### config.mk
export PLATFORM = sky130hd
export DESIGN_NAME = ddr_cmd_decoder
export DESIGN_NICKNAME = d
export VERILOG_FILES = /design/src/rtl/ddr_cmd_pkg.sv /design/src/rtl/ddr_cmd_decoder_bank_table.sv /design/src/rtl/ddr_cmd_decoder.sv
export SDC_FILE = /design/constraint.sdc
export NUM_CORES = 1
export LEC_CHECK = 0
export CAP_MARGIN = 0
export CORE_MARGIN = 3
export CORE_UTILIZATION = 60
export CTS_CLUSTER_SIZE = 30
export DETAILED_ROUTE_END_ITERATION = 7
export PLACE_DENSITY = 0.78
export SLEW_MARGIN = 20
export SYNTH_ARGS = -nofsm -noshare
export SYNTH_HDL_FRONTEND = slang
export SYNTH_SLANG_ARGS = --single-unit
### constraint.sdc
create_clock -name clk -period 17.5 [get_ports clk]
set_input_delay 3.5 -clock clk [delete_from_list [all_inputs] [get_ports clk]]
set_output_delay 3.5 -clock clk [all_outputs]
set_load 0.05 [all_outputs]
### src/rtl/ddr_cmd_pkg.sv
// Shared types and constants for the DDR command decoder and its bank table.
package ddr_cmd_pkg;

    localparam int ROWS  = 131072;
    localparam int COLS  = 1024;
    localparam int BANKS = 16;
    localparam int RW    = $clog2(ROWS);
    localparam int CW    = $clog2(COLS);
    localparam int BW    = $clog2(BANKS);

    typedef enum logic [1:0] {
        ACTIVE  = 2'd0,
        PWRDN   = 2'd1,
        SELFREF = 2'd2
    } pstate_t;

    // Bit positions of the strobes inside the registered strobe vector
    typedef enum logic [4:0] {
        C_ACT, C_BST, C_CFG, C_CKEH, C_CKEL, C_DPD, C_DPDX, C_MRR, C_MRW, C_PD,
        C_PDX, C_PR, C_PRA, C_RD, C_RDA, C_REF, C_SRF, C_WR, C_WRA
    } cmd_t;

    localparam int NCMD = 19;

    localparam logic [2:0] OP_MRS = 3'b000;
    localparam logic [2:0] OP_REF = 3'b001;
    localparam logic [2:0] OP_PRE = 3'b010;
    localparam logic [2:0] OP_WR  = 3'b100;
    localparam logic [2:0] OP_RD  = 3'b101;
    localparam logic [2:0] OP_ZQ  = 3'b110;
    localparam logic [2:0] OP_NOP = 3'b111;

    localparam logic [BW-1:0] MPR_MR = 4'd3;

endpackage

### src/rtl/ddr_cmd_decoder_bank_table.sv
// Per-bank open flags and open rows; updates land at the clock edge so the
// next command already sees them.
module ddr_bank_table
    import ddr_cmd_pkg::*;
(
    input  logic          clk,
    input  logic          rst,
    input  logic          do_open,
    input  logic          do_close,
    input  logic          close_all,
    input  logic [BW-1:0] bank,
    input  logic [RW-1:0] new_row,
    output logic          is_open,
    output logic          any_open,
    output logic [RW-1:0] open_row
);

    logic [BANKS-1:0] open_q;
    logic [RW-1:0]    row_q [BANKS];

    always_ff @(posedge clk or posedge rst) begin
        if (rst) begin
            open_q <= '0;
            for (int i = 0; i < BANKS; i++) row_q[i] <= '0;
        end else begin
            if (close_all)     open_q       <= '0;
            else if (do_open)  open_q[bank] <= 1'b1;
            else if (do_close) open_q[bank] <= 1'b0;
            if (do_open) row_q[bank] <= new_row;
        end
    end

    assign is_open  = open_q[bank];
    assign any_open = |open_q;
    assign open_row = row_q[bank];

endmodule

### src/rtl/ddr_cmd_decoder.sv
// DDR4-style command decoder: registered command strobes, bank tracking,
// CKE power state and MPR mode, with sticky illegal-command flag.
//   state   | meaning
//   ACTIVE  | CKE high, commands decoded
//   PWRDN   | power-down after CKE fall with NOP/illegal command
//   SELFREF | self-refresh after CKE fall with REF, all banks closed
module ddr_cmd_decoder
    import ddr_cmd_pkg::*;
(
    input  logic          clk,
    input  logic          rst,
    input  logic          halt,
    input  logic          cs_n,
    input  logic          act_n,
    input  logic          ras_n,
    input  logic          cas_n,
    input  logic          we_n,
    input  logic          cke,
    input  logic [1:0]    bg,
    input  logic [1:0]    ba,
    input  logic [13:0]   addr,
    output logic          ACT,
    output logic          BST,
    output logic          CFG,
    output logic          CKEH,
    output logic          CKEL,
    output logic          DPD,
    output logic          DPDX,
    output logic          MRR,
    output logic          MRW,
    output logic          PD,
    output logic          PDX,
    output logic          PR,
    output logic          PRA,
    output logic          RD,
    output logic          RDA,
    output logic          REF,
    output logic          SRF,
    output logic          WR,
    output logic          WRA,
    output logic [BW-1:0] bank,
    output logic [RW-1:0] row,
    output logic [CW-1:0] column,
    output logic          cmd_err,
    output logic [1:0]    pstate
);

    pstate_t         ps_q, ps_d;
    logic            cke_prev;
    logic            mpr_q, mpr_d;
    logic            err_q, err_d;
    logic [NCMD-1:0] strb_q, strb_d;
    logic            tbl_open, tbl_close, tbl_close_all;
    logic            tbl_is_open, tbl_any_open;
    logic [RW-1:0]   tbl_row;
    logic [BW-1:0]   bank_in;
    logic [2:0]      opc;
    logic            is_nop;

    assign bank_in = {bg, ba};
    assign opc     = {ras_n, cas_n, we_n};
    assign is_nop  = cs_n | (act_n & (opc == OP_NOP));

    ddr_bank_table u_tbl (
        .clk       (clk),
        .rst       (rst),
        .do_open   (tbl_open),
        .do_close  (tbl_close),
        .close_all (tbl_close_all),
        .bank      (bank_in),
        .new_row   ({opc, addr}),
        .is_open   (tbl_is_open),
        .any_open  (tbl_any_open),
        .open_row  (tbl_row)
    );

    always_comb begin
        strb_d        = '0;
        ps_d          = ps_q;
        mpr_d         = mpr_q;
        err_d         = err_q;
        tbl_open      = 1'b0;
        tbl_close     = 1'b0;
        tbl_close_all = 1'b0;
        if (!halt) begin
            case ({cke_prev, cke})
                2'b11: if (!cs_n) begin
                    if (!act_n) begin
                        if (tbl_is_open) err_d = 1'b1;
                        else begin
                            strb_d[C_ACT] = 1'b1;
                            tbl_open      = 1'b1;
                        end
                    end else begin
                        case (opc)
                            OP_MRS: if (tbl_any_open) err_d = 1'b1;
                            else begin
                                strb_d[C_MRW] = 1'b1;
                                if (bank_in == MPR_MR) mpr_d = addr[2];
                            end
                            OP_REF: if (tbl_any_open) err_d = 1'b1;
                                    else strb_d[C_REF] = 1'b1;
                            OP_PRE: if (addr[10]) begin
                                strb_d[C_PRA] = 1'b1;
                                tbl_close_all = 1'b1;
                            end else begin
                                strb_d[C_PR]  = 1'b1;
                                tbl_close     = 1'b1;
                            end
                            OP_WR: if (!tbl_is_open) err_d = 1'b1;
                            else begin
                                if (addr[10]) strb_d[C_WRA] = 1'b1;
                                else          strb_d[C_WR]  = 1'b1;
                                strb_d[C_BST] = ~addr[12];
                                tbl_close     = addr[10];
                            end
                            // In MPR mode reads become MRR and leave the bank open
                            OP_RD: if (!tbl_is_open) err_d = 1'b1;
                            else if (mpr_q) strb_d[C_MRR] = 1'b1;
                            else begin
                                if (addr[10]) strb_d[C_RDA] = 1'b1;
                                else          strb_d[C_RD]  = 1'b1;
                                strb_d[C_BST] = ~addr[12];
                                tbl_close     = addr[10];
                            end
                            OP_ZQ:  strb_d[C_CFG] = 1'b1;
                            OP_NOP: ;
                            default: err_d = 1'b1;
                        endcase
                    end
                end
                2'b10: begin
                    strb_d[C_CKEL] = 1'b1;
                    if (!cs_n && act_n && opc == OP_REF && !tbl_any_open) begin
                        strb_d[C_SRF] = 1'b1;
                        ps_d          = SELFREF;
                    end else begin
                        strb_d[C_PD] = 1'b1;
                        ps_d         = PWRDN;
                        if (!is_nop) err_d = 1'b1;
                    end
                end
                2'b01: begin
                    strb_d[C_CKEH] = 1'b1;
                    strb_d[C_PDX]  = (ps_q == PWRDN);
                    ps_d           = ACTIVE;
                    if (!is_nop) err_d = 1'b1;
                end
                default: if (!is_nop) err_d = 1'b1;
            endcase
        end
    end

    always_ff @(posedge clk or posedge rst) begin
        if (rst) begin
            ps_q     <= ACTIVE;
            cke_prev <= 1'b1;
            mpr_q    <= 1'b0;
            err_q    <= 1'b0;
            strb_q   <= '0;
            bank     <= '0;
            row      <= '0;
            column   <= '0;
        end else begin
            strb_q <= strb_d;
            if (!halt) begin
                ps_q     <= ps_d;
                cke_prev <= cke;
                mpr_q    <= mpr_d;
                err_q    <= err_d;
                bank     <= bank_in;
                row      <= !act_n ? {opc, addr} : tbl_row;
                column   <= addr[CW-1:0];
            end
        end
    end

    assign ACT     = strb_q[C_ACT];
    assign BST     = strb_q[C_BST];
    assign CFG     = strb_q[C_CFG];
    assign CKEH    = strb_q[C_CKEH];
    assign CKEL    = strb_q[C_CKEL];
    assign DPD     = strb_q[C_DPD];
    assign DPDX    = strb_q[C_DPDX];
    assign MRR     = strb_q[C_MRR];
    assign MRW     = strb_q[C_MRW];
    assign PD      = strb_q[C_PD];
    assign PDX     = strb_q[C_PDX];
    assign PR      = strb_q[C_PR];
    assign PRA     = strb_q[C_PRA];
    assign RD      = strb_q[C_RD];
    assign RDA     = strb_q[C_RDA];
    assign REF     = strb_q[C_REF];
    assign SRF     = strb_q[C_SRF];
    assign WR      = strb_q[C_WR];
    assign WRA     = strb_q[C_WRA];
    assign cmd_err = err_q;
    assign pstate  = ps_q;

endmodule

# --- After elaboration in Yosys (flattened, before gate mapping) ---
# Index checks and enable logic that the tools add are counted.
word_totals:
  register_bits: 341
  latch_bits: 0
  ram_bits: 0
  rom_bits: 0
  inputBits: 27
  out_inout_bits: 53
  elab_cells: 156
  memories: 0
op_classes:
  add_sub_neg: 0
  mul: 0
  div: 0
  order_cmp: 4
  n_eq_ne: 17
  n_shift: 0
  mux: 83
  bitwise_logic: 10
  reduce_logical: 17
op_table:
  columns: ["cell", "count"]
  rows:
  - ["$bwmux W272", 1]
  - ["$bmux W17 S4", 1]
  - ["$demux W17 S4", 1]
  - ["$mux W17", 4]
  - ["$mux W16", 3]
  - ["$mux W1", 45]
  - ["$mux W2", 14]
  - ["$mux W5", 4]
  - ["$and A16 B16 Y16", 1]
  - ["$not A16 Y16", 1]
  - ["$or A16 B16 Y16", 1]
  - ["$reduce_or A16 Y1", 1]
  - ["$reduce_and A7 Y1", 2]
  - ["$eq A3 B3 Y1 const B", 4]
  - ["$mux W12", 1]
  - ["$ne A4 B4 Y1 const B", 2]
  - ["$mux W3", 2]
  - ["$ne A3 B3 Y1 const B", 2]
  - ["$pmux W1 S3", 2]
  - ["$ge A5 B5 Y1 const B", 1]
  - ["$logic_and A1 B1 Y1", 5]
  - ["$lt A4 B5 Y1 const B", 1]
  - ["$lt A5 B1 Y1 const B", 1]
  - ["$not A4 Y5", 1]
  - ["other kinds (21)", 30]

# --- Longest topological paths before layout ---
depth:
  word_depth: 11
  ltp_mapped: 9

# --- Modules after synthesis ---
# Synthesis repeated with hierarchy kept, for this count alone.
hier_totals:
  cells_unflattened: 1015
  area_unflattened_um2: 15529.9
by_module_without_submodules:
  columns: ["module", "n_inst", "cells_each", "area_per_inst_um2", "seq_area_each_um2"]
  rows:
  - ["ddr_bank_table", 1, 824, 13230.2, 7206.9]
  - ["ddr_cmd_decoder", 1, 191, 2299.7, 1327.5]

# --- Worst setup path after synthesis ---
# OpenSTA, ideal clock, no wires.
synth_timing:
  path_kind: "in2reg"
  startpoint: "input port ba[1]"
  endpoint: "register u_tbl.row_q[159] (netlist name)"
  setup_ns: 0.125
  arrival_time_ns: 5.466
  t_required_ns: 17.375
  slack_ns: 11.909
  path_stages: 7
  path_buffers: 3
  path_cell_list: "buf_6 mux2_1 mux4_2 buf_6 nor3_4 buf_4 mux2_2"
synth_between:
  elab_chain_cells: 7
synth_lines:
  columns: ["element", "line_no", "rtl"]
  rows:
  - ["start, declared", "ddr_cmd_decoder.sv:20", "input logic [1:0] ba,"]
  - ["$bmux W1 S4", "ddr_cmd_decoder_bank_table.sv:33", "assign is_open = open_q[bank];"]
  - ["$mux W1 (not written as such)", "ddr_cmd_decoder_bank_table.sv:33", null]
  - ["$mux W1", "ddr_cmd_decoder.sv:89", "if (tbl_is_open) err_d = 1'b1;"]
  - ["$mux W1", "ddr_cmd_decoder.sv:88", "if (!act_n) begin"]
  - ["$mux W1", "ddr_cmd_decoder.sv:87", "2'b11: if (!cs_n) begin"]
  - ["$mux W1", "ddr_cmd_decoder.sv:86", "case ({cke_prev, cke})"]
  - ["$mux W1", "ddr_cmd_decoder.sv:85", "if (!halt) begin"]
  - ["end signal, assigned by index", "ddr_cmd_decoder_bank_table.sv:29", "if (do_open) row_q[bank] <= new_row;"]
  - ["end, declared", "ddr_cmd_decoder_bank_table.sv:19", "logic [RW-1:0] row_q [BANKS];"]
# Parallel ways exist; a longest one is shown, timed or not. The select of a mux whose other input is x is not followed.
# A chain may end at the register's enable or synchronous reset.

# --- Worst setup path after layout ---
layout_timing:
  startpoint: "input port ba[1]"
  endpoint: "register u_tbl.row_q[97] (netlist name)"
# Same word-level chain as after synthesis.

==> flow_metrics.tcl <==
set metrics [dict create \
    grt_pass1_vias 9605 \
    route.vias.total 9124 \
    slowest_stage "buf_4" \
    synth_top_flop_cell "dfrtp_1" \
    p_switching_mw 0.3986 \
    die_x_um 168.2 \
    drtPass1Iterations 5 \
    finalCriticalPeriod_ns 6.756 \
    diodes 0 \
    overflow 0 \
    status "finished clean" \
    via_per_inst 6.394 \
    postCtsSetupBuffers 0 \
    critical_path_class "input pin to flop" \
    routabilityCongestion 0.8328 \
    ys_ff_latch 341 \
    critical_path.max_fanout 49 \
    ant_nets 0 \
    finalCritPeriodShare 0.3860 \
    ctsResizeCount 0 \
    dieArea_um2 28290 \
    htree_levels 2 \
    leakage_nw 8.595 \
    rsz0062_at_grt "false" \
    setup_slack_ns 10.74 \
    crit_path_max_incr_delay_ns 0.72 \
    slew_viol_final 0 \
    clock-skew-final_ns 0.01751 \
    postRouteWirelength_mm 34.98 \
    synth_compound_area_frac 0.02774 \
    synthSimpleGateAreaFrac 0.04574 \
    cp_top_family "buffers and inverters" \
    seq_area_frac_synth 0.5407 \
    drc 0 \
    crit_path_end_kind "flop" \
    nets 1101 \
    path_common_cell "buf_4" \
    synth-async-reset-ratio 1.000 \
    synth_warnings 0 \
    cts_buffers 37 \
    p_seq_frac 0.480 \
    syn_inst 1016 \
    die_h_um 168.2 \
    cts.path.max_buffers 3 \
    grt_max_degree 127 \
    io_buffers 77 \
    max_slew_margin 0.2574 \
    start_util 0.6179 \
    syn_area_um2 15780 \
    setup_viol 0 \
    drv_cap 0 \
    area_growth_pct 13.28 \
    placementRows 58 \
    hold_viol_final 0 \
    cts_sinks 341 \
    num-fill-cells 1736 \
    p_int_mw 1.290 \
    wl_per_cell_um 24.51 \
    clock-root-buffer "clkbuf_16" \
    antenna_found_initial 0 \
    synth.mux.area_fraction 0.3522 \
    drive_gt1_frac 0.3892 \
    synth_top_family_by_area "multiplexers" \
    p_comb_frac 0.076 \
    tightest_slew_ns 1.110 \
    core_area_um2 25540 \
    synthDistinctLibCells 43 \
    start_kind "input pin" \
    io_pins 80 \
    arrival_ns 7.14 \
    pwr-share-clk 0.445 \
    cp_data_required_time_ns 17.88 \
    ir_worst_vdd_mv 0.07881 \
    synthXorXnorAreaFrac 0 \
    cts.reportedPaths.clkPinSlew_ns 0.06 \
    path_cells "buf_4 -> buf_4 -> mux2_1 -> mux4_2 -> nor3_4 -> buf_4 -> mux2_2" \
    p_sw_frac 0.2361 \
    synth_enable_flop_cells 0 \
    cts_hold_buf 0 \
    cp.buffers_inverters 3 \
    timing.setup.tns_ns 0 \
    syn_avg_cell_area_um2 15.54 \
    synthAdderAreaFrac 0.002378 \
    dpl.hpwl_mm 20.38 \
    drtIter0Drc 705 \
    track_usage 0.2551 \
    dp_slack_ns 10.19 \
    grt_pass1_wl_mm 56.35 \
    cts_tree "built" \
    fmaxAchievable_ghz 0.1480 \
    min_path_type "flop to flop" \
    powerDensity_nw_per_um2 94.43 \
    insertion_delay_ns 0.52 \
]
[sequential cells by signal, indices dropped and copies added (netlist names)]
register	count
strb_q	17
row	17
bank	4
u_tbl.row_q	272
mpr_q	1
cmd_err	1
column	10
cke_prev	1
u_tbl.open_q	16
pstate	2
[Yosys cell counts (13+ instances only)]
cell      instances  area, um2
a31oi_1          14      87.58
buf_2            13      65.06
buf_4            16      120.1
clkbuf_1         42      157.7
dfrtp_1         340       8508
mux2_1           57      641.9
mux2_2          204       2297
mux2_4           32      480.5
mux2i_1          18      180.2
mux4_2           87       1959
nand2_1          39      146.4
nor3_4           14      227.7
o211ai_1         16      120.1
o21ai_0          20      100.1
o21ai_1          13      65.06
[cells in the final DEF, fill, tap and decap left out, drive strengths merged, types with 8 or more instances in the layout]
cell type,synthesis,routed
dfrtp,340,340
mux2,293,293
mux4,87,87
clkdlybuf4s50,0,73
clkbuf,42,53
nand2,41,41
o21ai,33,33
buf,42,26
mux2i,18,18
o211ai,16,16
nor3,14,14
a31oi,14,14
nor2,11,11
nand3,11,11
inv,8,9
clkinv,0,8
[power by group through the flow]
stage	sequential, mW	clock [mW]	combinational, mW
after global placement	0.823	0	0.128
final	0.810	0.751	0.128
after global routing	0.811	0.801	0.137
after detailed placement	0.824	0	0.129
after floorplan	0.849	0	0.0618
after CTS	0.810	0.762	0.129
[area by class of cell]
cell class	instances	area [um2]	area share
inverters	8	37.54	0.002099
well taps	330	412.9	0.02309
repair buffers	99	947.2	0.05297
flip-flops and latches	341	8534	0.4773
multi-input cells	584	6771	0.3787
clock inverters	12	97.59	0.005458
clock buffers	53	1079	0.06032
[worst register-to-register path, stage by stage, from the launching register on]
cell and delay (ns):
dfstp_2 0.55, ha_1 0.22, nand2b_1 0.09, or3_2 0.83, nor3_4 0.84, buf_4 0.37
mux2_2 0.37
[per-stage QoR]
| step | area, um2 | utilization | hold WS, ns | instances | power, mW |
|---|---|---|---|---|---|
| global placement | 16650 | 0.6517 | 0.4474 | 1358 | 0.9514 |
| CTS | 17860 | 0.6994 | 0.4515 | 1426 | 1.702 |
| global route | 17880 | 0.6999 | 0.4802 | 1427 | 1.750 |
| finish | 17880 | 0.6999 | 0.4582 | 1427 | 1.688 |
| floorplan | 15790 | - | 0.4504 | 1017 | 0.9112 |
| detailed placement | 16690 | 0.6533 | 0.4439 | 1361 | 0.9531 |
[worst paths after layout]
kind	depth (start not counted)	slack [ns]	from	to
setup / recovery	7	10.74	ba[1]	u_tbl.row_q[97]
hold / removal	1	0.46	pstate[1]	strb_q[10]
setup reg to reg	6	14.10	cke_prev	u_tbl.row_q[10]
hold reg to reg	1	0.46	pstate[1]	strb_q[10]
max in group asynchronous	4	11.60	rst	u_tbl.row_q[11]
min in group asynchronous	2	3.51	rst	u_tbl.row_q[36]
[routing by layer]
| metal | wire length, um | track usage | up-vias |
|---|---|---|---|
| met5 | 0 | 0 | - |
| met4 | 642 | 0.06012 | 0 |
| met3 | 2148 | 0.04156 | 46 |
| met2 | 16650 | 0.3984 | 310 |
| met1 | 15540 | 0.3850 | 4869 |
| li1 | - | - | 3899 |
[cell families after synthesis]
group,Yosys count
AOI/OAI and AO/OA,71
and+or+nand+nor,110
other,1
muxes,398
adders and majority gates,3
buffers and inverters,92
DFF,341
Power figures use the tool's default switching activity.
